**src/rtl/uart_tx_ctrl_if.sv**
```systemverilog
// Signal bundle between the UART TX frame controller, its upstream source and the serializer.
interface uart_tx_ctrl_if #(
  parameter int DATA_WIDTH = 8
);
  logic                  Data_Valid;
  logic [DATA_WIDTH-1:0] P_DATA;
  logic                  PAR_EN;
  logic                  PAR_TYP;
  logic                  ser_data;
  logic                  ser_done;
  logic                  ser_en;
  logic                  TX_OUT;
  logic                  busy;

  modport master (
    output Data_Valid, P_DATA, PAR_EN, PAR_TYP, ser_data, ser_done,
    input  ser_en, TX_OUT, busy
  );

  modport slave (
    input  Data_Valid, P_DATA, PAR_EN, PAR_TYP, ser_data, ser_done,
    output ser_en, TX_OUT, busy
  );
endinterface

```
**src/rtl/uart_tx_ctrl.sv**
```systemverilog
// UART TX frame controller: start/data/parity/stop sequencing beside the shift-register serializer.
// Optional macro UART_TX_TWO_STOP_EN adds a second stop bit.
module uart_tx_ctrl #(
  parameter int DATA_WIDTH = 8
) (
  input  logic           clk,
  input  logic           reset_n,
  uart_tx_ctrl_if.slave  bus
);

  localparam logic [2:0] IDLE   = 3'd0;
  localparam logic [2:0] START  = 3'd1;
  localparam logic [2:0] DATA   = 3'd2;
  localparam logic [2:0] PARITY = 3'd3;
  localparam logic [2:0] STOP   = 3'd4;
`ifdef UART_TX_TWO_STOP_EN
  localparam logic [2:0] STOP2  = 3'd5;
`endif

  logic [2:0]            state;
  logic [2:0]            state_nxt;
  logic [DATA_WIDTH-1:0] p_data;
  logic                  data_par_q;
  logic                  par_en_q;
  logic                  par_typ_q;

  assign p_data = bus.P_DATA;

  // The data parity and PAR_TYP are latched separately; their XOR is the frame's parity bit.
  always_ff @(posedge clk or negedge reset_n) begin
    if (!reset_n) begin
      state      <= IDLE;
      data_par_q <= 1'b0;
      par_en_q   <= 1'b0;
      par_typ_q  <= 1'b0;
    end else begin
      state <= state_nxt;
      if (state == IDLE && bus.Data_Valid) begin
        data_par_q <= ^p_data;
        par_en_q   <= bus.PAR_EN;
        par_typ_q  <= bus.PAR_TYP;
      end
    end
  end

  always_comb begin
    state_nxt = IDLE;
    case (state)
      IDLE:    state_nxt = bus.Data_Valid ? START : IDLE;
      START:   state_nxt = DATA;
      DATA: begin
        if (!bus.ser_done)  state_nxt = DATA;
        else if (par_en_q)  state_nxt = PARITY;
        else                state_nxt = STOP;
      end
      PARITY:  state_nxt = STOP;
`ifdef UART_TX_TWO_STOP_EN
      STOP:    state_nxt = STOP2;
      STOP2:   state_nxt = IDLE;
`else
      STOP:    state_nxt = IDLE;
`endif
      default: state_nxt = IDLE;
    endcase
  end

  always_comb begin
    bus.TX_OUT = 1'b1;
    bus.ser_en = 1'b0;
    bus.busy   = 1'b0;
    case (state)
      START: begin
        bus.TX_OUT = 1'b0;
        bus.busy   = 1'b1;
      end
      DATA: begin
        bus.TX_OUT = bus.ser_data;
        bus.ser_en = 1'b1;
        bus.busy   = 1'b1;
      end
      PARITY: begin
        bus.TX_OUT = data_par_q ^ par_typ_q;
        bus.busy   = 1'b1;
      end
      STOP:    bus.busy = 1'b1;
`ifdef UART_TX_TWO_STOP_EN
      STOP2:   bus.busy = 1'b1;
`endif
      default: ;
    endcase
  end

endmodule

```
**src/flat_wrapper.sv**
```systemverilog
// flat-port wrapper written by rule: the top's interface ports become plain ports
module uart_tx_ctrl_flat 
#(
  parameter int DATA_WIDTH = 8
)
  (clk, reset_n, bus_Data_Valid, bus_P_DATA, bus_PAR_EN, bus_PAR_TYP, bus_ser_data, bus_ser_done, bus_ser_en, bus_TX_OUT, bus_busy);
  uart_tx_ctrl_if #(.DATA_WIDTH(DATA_WIDTH)) bus_i ();
  input  logic clk;
  input  logic reset_n;
  input wire logic [$bits(bus_i.Data_Valid)-1:0] bus_Data_Valid;
  input wire logic [$bits(bus_i.P_DATA)-1:0] bus_P_DATA;
  input wire logic [$bits(bus_i.PAR_EN)-1:0] bus_PAR_EN;
  input wire logic [$bits(bus_i.PAR_TYP)-1:0] bus_PAR_TYP;
  input wire logic [$bits(bus_i.ser_data)-1:0] bus_ser_data;
  input wire logic [$bits(bus_i.ser_done)-1:0] bus_ser_done;
  output wire logic [$bits(bus_i.ser_en)-1:0] bus_ser_en;
  output wire logic [$bits(bus_i.TX_OUT)-1:0] bus_TX_OUT;
  output wire logic [$bits(bus_i.busy)-1:0] bus_busy;
  assign bus_i.Data_Valid = bus_Data_Valid;
  assign bus_i.P_DATA = bus_P_DATA;
  assign bus_i.PAR_EN = bus_PAR_EN;
  assign bus_i.PAR_TYP = bus_PAR_TYP;
  assign bus_i.ser_data = bus_ser_data;
  assign bus_i.ser_done = bus_ser_done;
  assign bus_ser_en = bus_i.ser_en;
  assign bus_TX_OUT = bus_i.TX_OUT;
  assign bus_busy = bus_i.busy;
  uart_tx_ctrl #(.DATA_WIDTH(DATA_WIDTH)) u_core (.clk(clk), .reset_n(reset_n), .bus(bus_i));
endmodule
```
**config.mk**
```make
export PLATFORM = sky130hd
export DESIGN_NAME = uart_tx_ctrl_flat
export DESIGN_NICKNAME = d
export VERILOG_FILES = /design/src/rtl/uart_tx_ctrl_if.sv /design/src/rtl/uart_tx_ctrl.sv /design/src/flat_wrapper.sv
export SDC_FILE = /design/constraint.sdc
export NUM_CORES = 1
export LEC_CHECK = 0
export ABC_AREA = 0
export CAP_MARGIN = 20
export CORE_AREA = 5 5 42 44
export CTS_CLUSTER_DIAMETER = 50
export DETAILED_ROUTE_END_ITERATION = 7
export DIE_AREA = 0 0 47 49
export GPL_ROUTABILITY_DRIVEN = 0
export PLACE_DENSITY_LB_ADDON = 0.1
export SYNTH_ARGS = -nofsm -noshare
export SYNTH_HDL_FRONTEND = slang
export SYNTH_SLANG_ARGS = --single-unit
```
**constraint.sdc**
```tcl
create_clock -name clk -period 2.11 [get_ports clk]
set_clock_uncertainty 0.2 [all_clocks]
set_input_delay 0.5275 -clock clk [delete_from_list [all_inputs] [get_ports clk]]
set_output_delay 0.5275 -clock clk [all_outputs]
set_load 0.03 [all_outputs]
```
==> results.md, run 1 <==
Route:
- The sum of routed wire length over all layers is 791 µm.
- The number of design-rule violations left by the first detailed-router iteration is 1.
- The ratio of routed vias to standard cells is 4.41.
- The number of remaining DRC errors is 0.
- In this run the remaining antenna-violating nets after routing total 0.
- In the final routed layout, each cell accounts on average for 10.7 µm.
- For this run, the detailed router's first-pass iteration total came to 3.
- The detailed router placed 326 vias in this run.

Final layout:
- The share of final-layout standard cells stronger than drive strength 1 is 0.241.
- The total number of nets in the final design is 75.
- Leaving out fill and tap cells, the most frequent cells in the layout are sky130_fd_sc_hd__clkdlybuf4s50_1, sky130_fd_sc_hd__xnor2_1, sky130_fd_sc_hd__a21oi_1.
- The final-layout fill cell count is 153.
- Leaving out filler cells and counting taps, the final layout contains 74.
- Leaving out fill and tap cells, the most frequent cell in the layout is sky130_fd_sc_hd__clkdlybuf4s50_1.
- After routing the design area is 593 µm².
- The post-synthesis to final-layout area growth is 65.7%.
- The number of antenna repair diodes is 0.

Yosys:
- For this run, the register share of the synthesized area comes to 0.420.
- The top cell type by total area after synthesis is sky130_fd_sc_hd__dfrtp_1.
- The net count after synthesis is 51.
- The number of standard cells after synthesis is 36.
- The synthesis warning total is 0.
- The mean cell area of the mapped netlist is 9.94 µm².
- The post-synth design cell area is 358 µm².
- Synthesis inferred 6 register bits.
- Of the post-synthesis cell area, the dominant cell type holds 0.420.
- Ranked by total cell area, the synthesized netlist is headed by sky130_fd_sc_hd__dfrtp_1, sky130_fd_sc_hd__xnor2_1, sky130_fd_sc_hd__a21oi_1.
- Yosys mapped the design onto 14 distinct sky130hd cell types.

CTS:
- The number of hold buffers added after CTS was 0.
- In this run the number of H-tree levels came out at 1.
- In this run the clock root is driven by a sky130_fd_sc_hd__clkbuf_4.
- The CTS tree is done.
- The clock reaches the later pin of the worst-skew pair after 0.24 ns.
- Clock-pin slew was measured on the worst setup and hold paths at 0.04 ns.
- The clock drives 6 sinks.
- The number of buffers on the longest clock path is 2.
- Counting the buffers created by CTS gives 3.

Die:
- In this run the horizontal extent of the chip is 47 µm.
- The initialized floorplan defines 14 standard-cell rows.
- The initial utilization of the core area, before any placement, comes to 0.255.
- The chip height is 49 µm.
- The top-level port count is 18.
- The overall die area is 2300 µm².
- The area of the core is 1400 µm².

Timing:
- The total count of hold-check failures in the final report was 0.
- The final total negative setup slack is 0 ns.
- Of the available clock period, the critical path in the final layout requires 0.957.
- The total of endpoints with negative setup slack in the final report is 0.
- The clock period could shrink to 2.02 ns.
- The fmax is 0.495 GHz.
- The relative slew slack is 0.817.
- Setup repair after global routing left no endpoint under its margin.
- The final-report max-slew violation count is 0.
- Setup slack closes at 0.0911 ns.
- The actual slew at the worst max-slew pin is 0.273 ns.

Global route:
- The number of antenna violations at the first check in global routing is 0.
- The number of global-route vias before repair is 361.
- The overall track demand over capacity in global routing is 0.0807.
- The first global-routing pass estimated 1310 µm of wire.
- The total congestion overflow is 0.
- The largest net degree at the start of global routing is 7.

Placement:
- Once placement completed, the tool counted placed cells totaling 70.
- The area after detailed placement is 548 µm².
- The worst setup slack after placement is -0.0690 ns.
- The count of input and output buffers is 17.

Critical path:
- In this run the worst path has a maximum fanout of 3.
- The arrival time at the worst endpoint is 1.29 ns.
- The type of element capturing the critical path is a primary output.
- The critical path is of the register to primary output type.
- The data required time at the worst endpoint is 1.38 ns.
- The startpoint kind of the worst setup timing path is a register.

Hold path:
- The worst min-delay path class is register to register.

Job:
- The reported max-cap violation count is 0.

Pwr:
- Power spread over the standard cell area amounts to 1310 nW/µm².
- The peak supply drop is 0.000478 V.
- The overall power after layout is 0.000780 W.
- In this run the static leakage power is 0.244 nW.

Run status:
- The flow ran to the end, and the final reports show no timing, DRC or antenna violations.
==> layer usage <==
layer | up-vias | part of all wire | routed length (µm) | track usage
li1 | 164 | - | - | -
met1 | 147 | 0.41 | 324 | 0.0826
met2 | 15 | 0.49 | 390 | 0.118
met3 | 0 | 0.096 | 76 | 0.0480
met4 | 0 | 0 | 0 | 0.0553
met5 | - | 0 | 0 | 0
==> metrics by stage <==
stage / util / hold slack [ns]
2_1_floorplan: - / 0.0319
3_3_place_gp: 0.391 / 0.287
3_5_place_dp: 0.391 / 0.301
4_1_cts: 0.421 / 0.317
5_1_grt: 0.423 / 0.330
6_report: 0.423 / 0.309
==> cells in the mapped netlist <==
cell type	number
sky130_fd_sc_hd__mux2_4	1
sky130_fd_sc_hd__dfrtp_1	6
sky130_fd_sc_hd__xor2_1	1
sky130_fd_sc_hd__nand2b_1	1
sky130_fd_sc_hd__inv_1	2
sky130_fd_sc_hd__nand2_1	2
sky130_fd_sc_hd__a21oi_1	5
sky130_fd_sc_hd__or2_1	1
sky130_fd_sc_hd__nor2_1	5
sky130_fd_sc_hd__xnor2_1	8
sky130_fd_sc_hd__a31o_1	1
sky130_fd_sc_hd__nor3_1	1
sky130_fd_sc_hd__nor4b_4	1
sky130_fd_sc_hd__o21ai_0	1
==> worst max-delay path, cell delays in order (launching register included) <==
cell                       delay (ns)
sky130_fd_sc_hd__dfrtp_2         0.39
sky130_fd_sc_hd__nand2b_4        0.15
sky130_fd_sc_hd__nor2_2          0.10
sky130_fd_sc_hd__a21oi_1         0.04
sky130_fd_sc_hd__or2_1           0.23
sky130_fd_sc_hd__buf_6           0.14
==> area by class of cell <==
| cell class | instances | area, µm² | area share |
|---|---|---|---|
| multi-input cells | 28 | 210 | 0.354 |
| inverters | 2 | 7.51 | 0.0127 |
| repair buffers | 19 | 180 | 0.304 |
| well taps | 16 | 20.0 | 0.0338 |
| clock buffers | 3 | 22.5 | 0.0380 |
| flip-flops and latches | 6 | 153 | 0.257 |
==> state kept, by name, summed over array words and instances (netlist names) <==
signal and count:
u_core.data_par_q 1, u_core.par_en_q 1, u_core.par_typ_q 1, u_core.state 3
==> cells by family after synthesis <==
group,share of synthesized area
and+or+nand+nor,0.189
xor gates and xnor gates,0.220
AOI/OAI and AO/OA,0.108
DFF,0.420
buffers and inverters,0.0210
muxes,0.0419
==> power by group <==
group	internal [W]	switching, W	total [W]
combinational	0.000228	0.000223	0.000451
clock	0.0000642	0.0000392	0.000103
sequential	0.000172	0.0000533	0.000225
==> worst paths after layout <==
check	depth (start not counted)	from	slack, ns	endpoint
min in group asynchronous	1	reset_n	0.33	u_core.par_typ_q
min	1	u_core.par_en_q	0.31	u_core.state[0]
max	5	u_core.state[0]	0.09	bus_TX_OUT
max reg2reg	3	u_core.state[0]	0.63	u_core.par_typ_q
max in group asynchronous	1	reset_n	1.15	u_core.state[1]
min reg2reg	1	u_core.par_en_q	0.31	u_core.state[0]
==> timing repair <==
action | in CTS | in global routing
endpoints found under the hold margin | 0 | 0
buffers inserted | 1 | 0
endpoints found under the setup margin | 1 | 1
pin swaps | 2 | 0
resized for setup | 4 | 2
No activity file was read; power rests on OpenSTA's default activity.
==> run 2, diff against run 1 <==
--- a/config.mk
+++ b/config.mk
@@ -11,6 +11,7 @@
 export CTS_CLUSTER_DIAMETER = 50
 export DETAILED_ROUTE_END_ITERATION = 7
 export DIE_AREA = 0 0 47 49
+export DONT_BUFFER_PORTS = 1
 export GPL_ROUTABILITY_DRIVEN = 0
 export PLACE_DENSITY_LB_ADDON = 0.1
 export SYNTH_ARGS = -nofsm -noshare
==> results.md, run 2 (synthesized netlist as in run 1, its figures left out) <==
Route:
- The post-detailed-route count of antenna-violating nets is 0.
- The final layout contains routed wiring with a total length of 683 µm.
- The routed length on met2 is 273 µm.
- Before antenna repair, the detailed router went through 2 iterations.
- After detailed routing, the average wire length per cell comes to 11.8 µm.
- The total met3 wirelength after detailed routing is 76 µm.
- The ratio of routed vias to standard cells is 4.50.
- The first routing iteration left 3 violations.
- The detailed router put a total of 318 µm of wire on met1.
- After detailed routing, the number of remaining DRC violations is 0.
- The top routing layer in use is met4.
- The overall via count from detail_route is 261.

Global route:
- The number of global-route vias before repair is 253.
- The global-route wire length before repair is 1040 µm.
- Entering global routing, the biggest net connects 7 pins.
- The total congestion overflow is 0.
- For this run, the total global-route usage over all layers was measured as 0.0644.
- The number of antenna violations at the first check in global routing came to 0.

Die:
- The chip height is 49 µm.
- The die span in x is 47 µm.
- The area of the core is 1400 µm².
- The floorplan step defined a die boundary enclosing 2300 µm².
- The initial utilization of the core area, before any placement, comes to 0.255.
- The floorplan has 14 rows.
- The top-level port count is 18.

Final layout:
- The register with the most flip-flops in the layout has 3 of them.
- The most common cell after layout, fill and taps aside is sky130_fd_sc_hd__xnor2_1.
- The final standard cell count with taps included and fillers excluded is 58.
- The total number of nets in the final design is 59.
- The number of antenna repair diodes is 0.
- In the layout the commonest cells are sky130_fd_sc_hd__xnor2_1, sky130_fd_sc_hd__nor2_1, sky130_fd_sc_hd__a21oi_1, sky130_fd_sc_hd__dfrtp_1, sky130_fd_sc_hd__clkbuf_4.
- In the final layout, the share of cells above drive strength 1 is 0.214.
- Compared with the post-synthesis result, the final layout area differs by 19.9%.
- The filler cells instantiated in the layout total 154.
- Counting flops per register, the top entry is u_core.state.

Critical path:
- The largest individual stage delay along the critical path comes from the cell sky130_fd_sc_hd__dfrtp_2.
- In this design, the stage delay of the slowest critical-path cell is 0.44 ns.
- The critical path starts at u_core.state[0].
- The critical path in this run is classified as register to primary output.
- The type of element capturing the critical path is a primary output.
- STA classifies the critical path startpoint as a register.
- The arrival time at the worst endpoint is 1.30 ns.
- The data required time at the worst endpoint is 1.38 ns.
- The critical register-to-register path startpoint is u_core.state[1].
- Of all nets on the critical path, the largest fanout is 6.
- The signal on the critical path passes through nand2b_1 -> nor2_1 -> a21oi_1 -> or2_4.

Run status:
- The run finished with clean final reports.

Timing:
- At the pin with the least slew margin, the transition time is 0.428 ns.
- The final total negative setup slack is 0 ns.
- The final-report max-slew violation count is 0.
- The relative slew slack is 0.713.
- Of the available clock period, the critical path in the final layout requires 0.960.
- The clock period minus worst slack is 2.03 ns.
- The total of endpoints with negative setup slack in the final report is 0.
- Setup repair after global routing left no endpoint under its margin.
- The total count of hold-check failures in the final report was 0.
- Based on the critical path, the design can be clocked at up to 0.494 GHz.

Placement:
- The post-placement cell count is 54.
- The count of input and output buffers is 0.
- The placed wire-length estimate after detailed placement is 582 µm.

CTS:
- At the later pin of the worst-skew pair, clock insertion delay measures 0.25 ns.
- The number of buffers on the longest clock path is 2.
- The cell at the root of the clock tree is sky130_fd_sc_hd__clkbuf_4.
- The number of clock buffers inserted by TritonCTS is 3.
- Clock-pin slew was measured on the worst setup and hold paths at 0.04 ns.
- The number of sinks driven by the clock tree is 6.
- TritonCTS built the clock tree.
- The count of H-tree levels built during CTS is 1.

Pwr:
- The power per unit of standard cell area is 1630 nW/µm².
- The peak supply drop is 0.000584 V.
- The leakage power is 0.177 nW.

Job:
- The reported max-cap violation count is 0.

Hold path:
- The hold path startpoint is bus_PAR_EN.
- The worst min-delay path class is primary input to register.
-- run 2: power by group --
| part | switching [W] | internal, W |
|---|---|---|
| clock | 0.0000429 | 0.0000644 |
| sequential | 0.0000617 | 0.000171 |
| combinational | 0.000196 | 0.000162 |
| total | 0.000301 | 0.000397 |
-- run 2: stage by stage --
| step | utilization | hold WS (ns) | power (W) | worst slack [ns] | cell area [µm²] |
|---|---|---|---|---|---|
| after floorplan | - | 0.0319 | 0.000495 | 0.333 | 358 |
| after global placement | 0.280 | 0.0321 | 0.000571 | 0.312 | 393 |
| after detailed placement | 0.280 | 0.0322 | 0.000578 | 0.270 | 393 |
| after CTS | 0.304 | 0.199 | 0.000694 | 0.00224 | 425 |
| after global routing | 0.306 | 0.202 | 0.000746 | 0.0208 | 429 |
| final | 0.306 | 0.207 | 0.000698 | 0.0839 | 429 |
-- run 2: worst paths after layout --
path / endpoint / slack (ns) / cells after the start
worst min-delay path: u_core.par_en_q / 0.21 / 2
max in group asynchronous: u_core.state[0] / 1.10 / 1
min in group asynchronous: u_core.data_par_q / 0.38 / 1
worst max-delay path: bus_TX_OUT / 0.08 / 4
worst min register to register: u_core.state[0] / 0.32 / 1
worst max register to register: u_core.par_typ_q / 0.54 / 2
-- run 2: final cells by class --
cell class	instances	area [µm²]	area share
Clock buffer	3	22.5	0.0525
Inverter	2	7.51	0.0175
Tap cell	16	20.0	0.0466
Multi-Input combinational cell	28	203	0.472
Timing Repair Buffer	3	25.0	0.0583
Sequential cell	6	151	0.353
-- run 2: timing repair --
item / in CTS / in global routing
hold endpoints to repair: 6 / 0
gates resized for setup: 0 / 2
hold buffers: 1 / 0
setup buffers: 0 / 0
setup endpoints to repair: 0 / 1
-- run 2: worst max-delay path, delay by kind of cell (launching register included) --
family	cells	cell delay, ns
DFF	1	0.44
AOI/OAI and AO/OA	1	0.04
and+or+nand+nor	3	0.57
-- run 2: routing by layer --
metal / vias up / GRT usage
met3: 2 / 0.0332
met1: 111 / 0.0826
met4: 0 / 0.0553
met2: 17 / 0.0747
li1: 131 / -
met5: - / 0
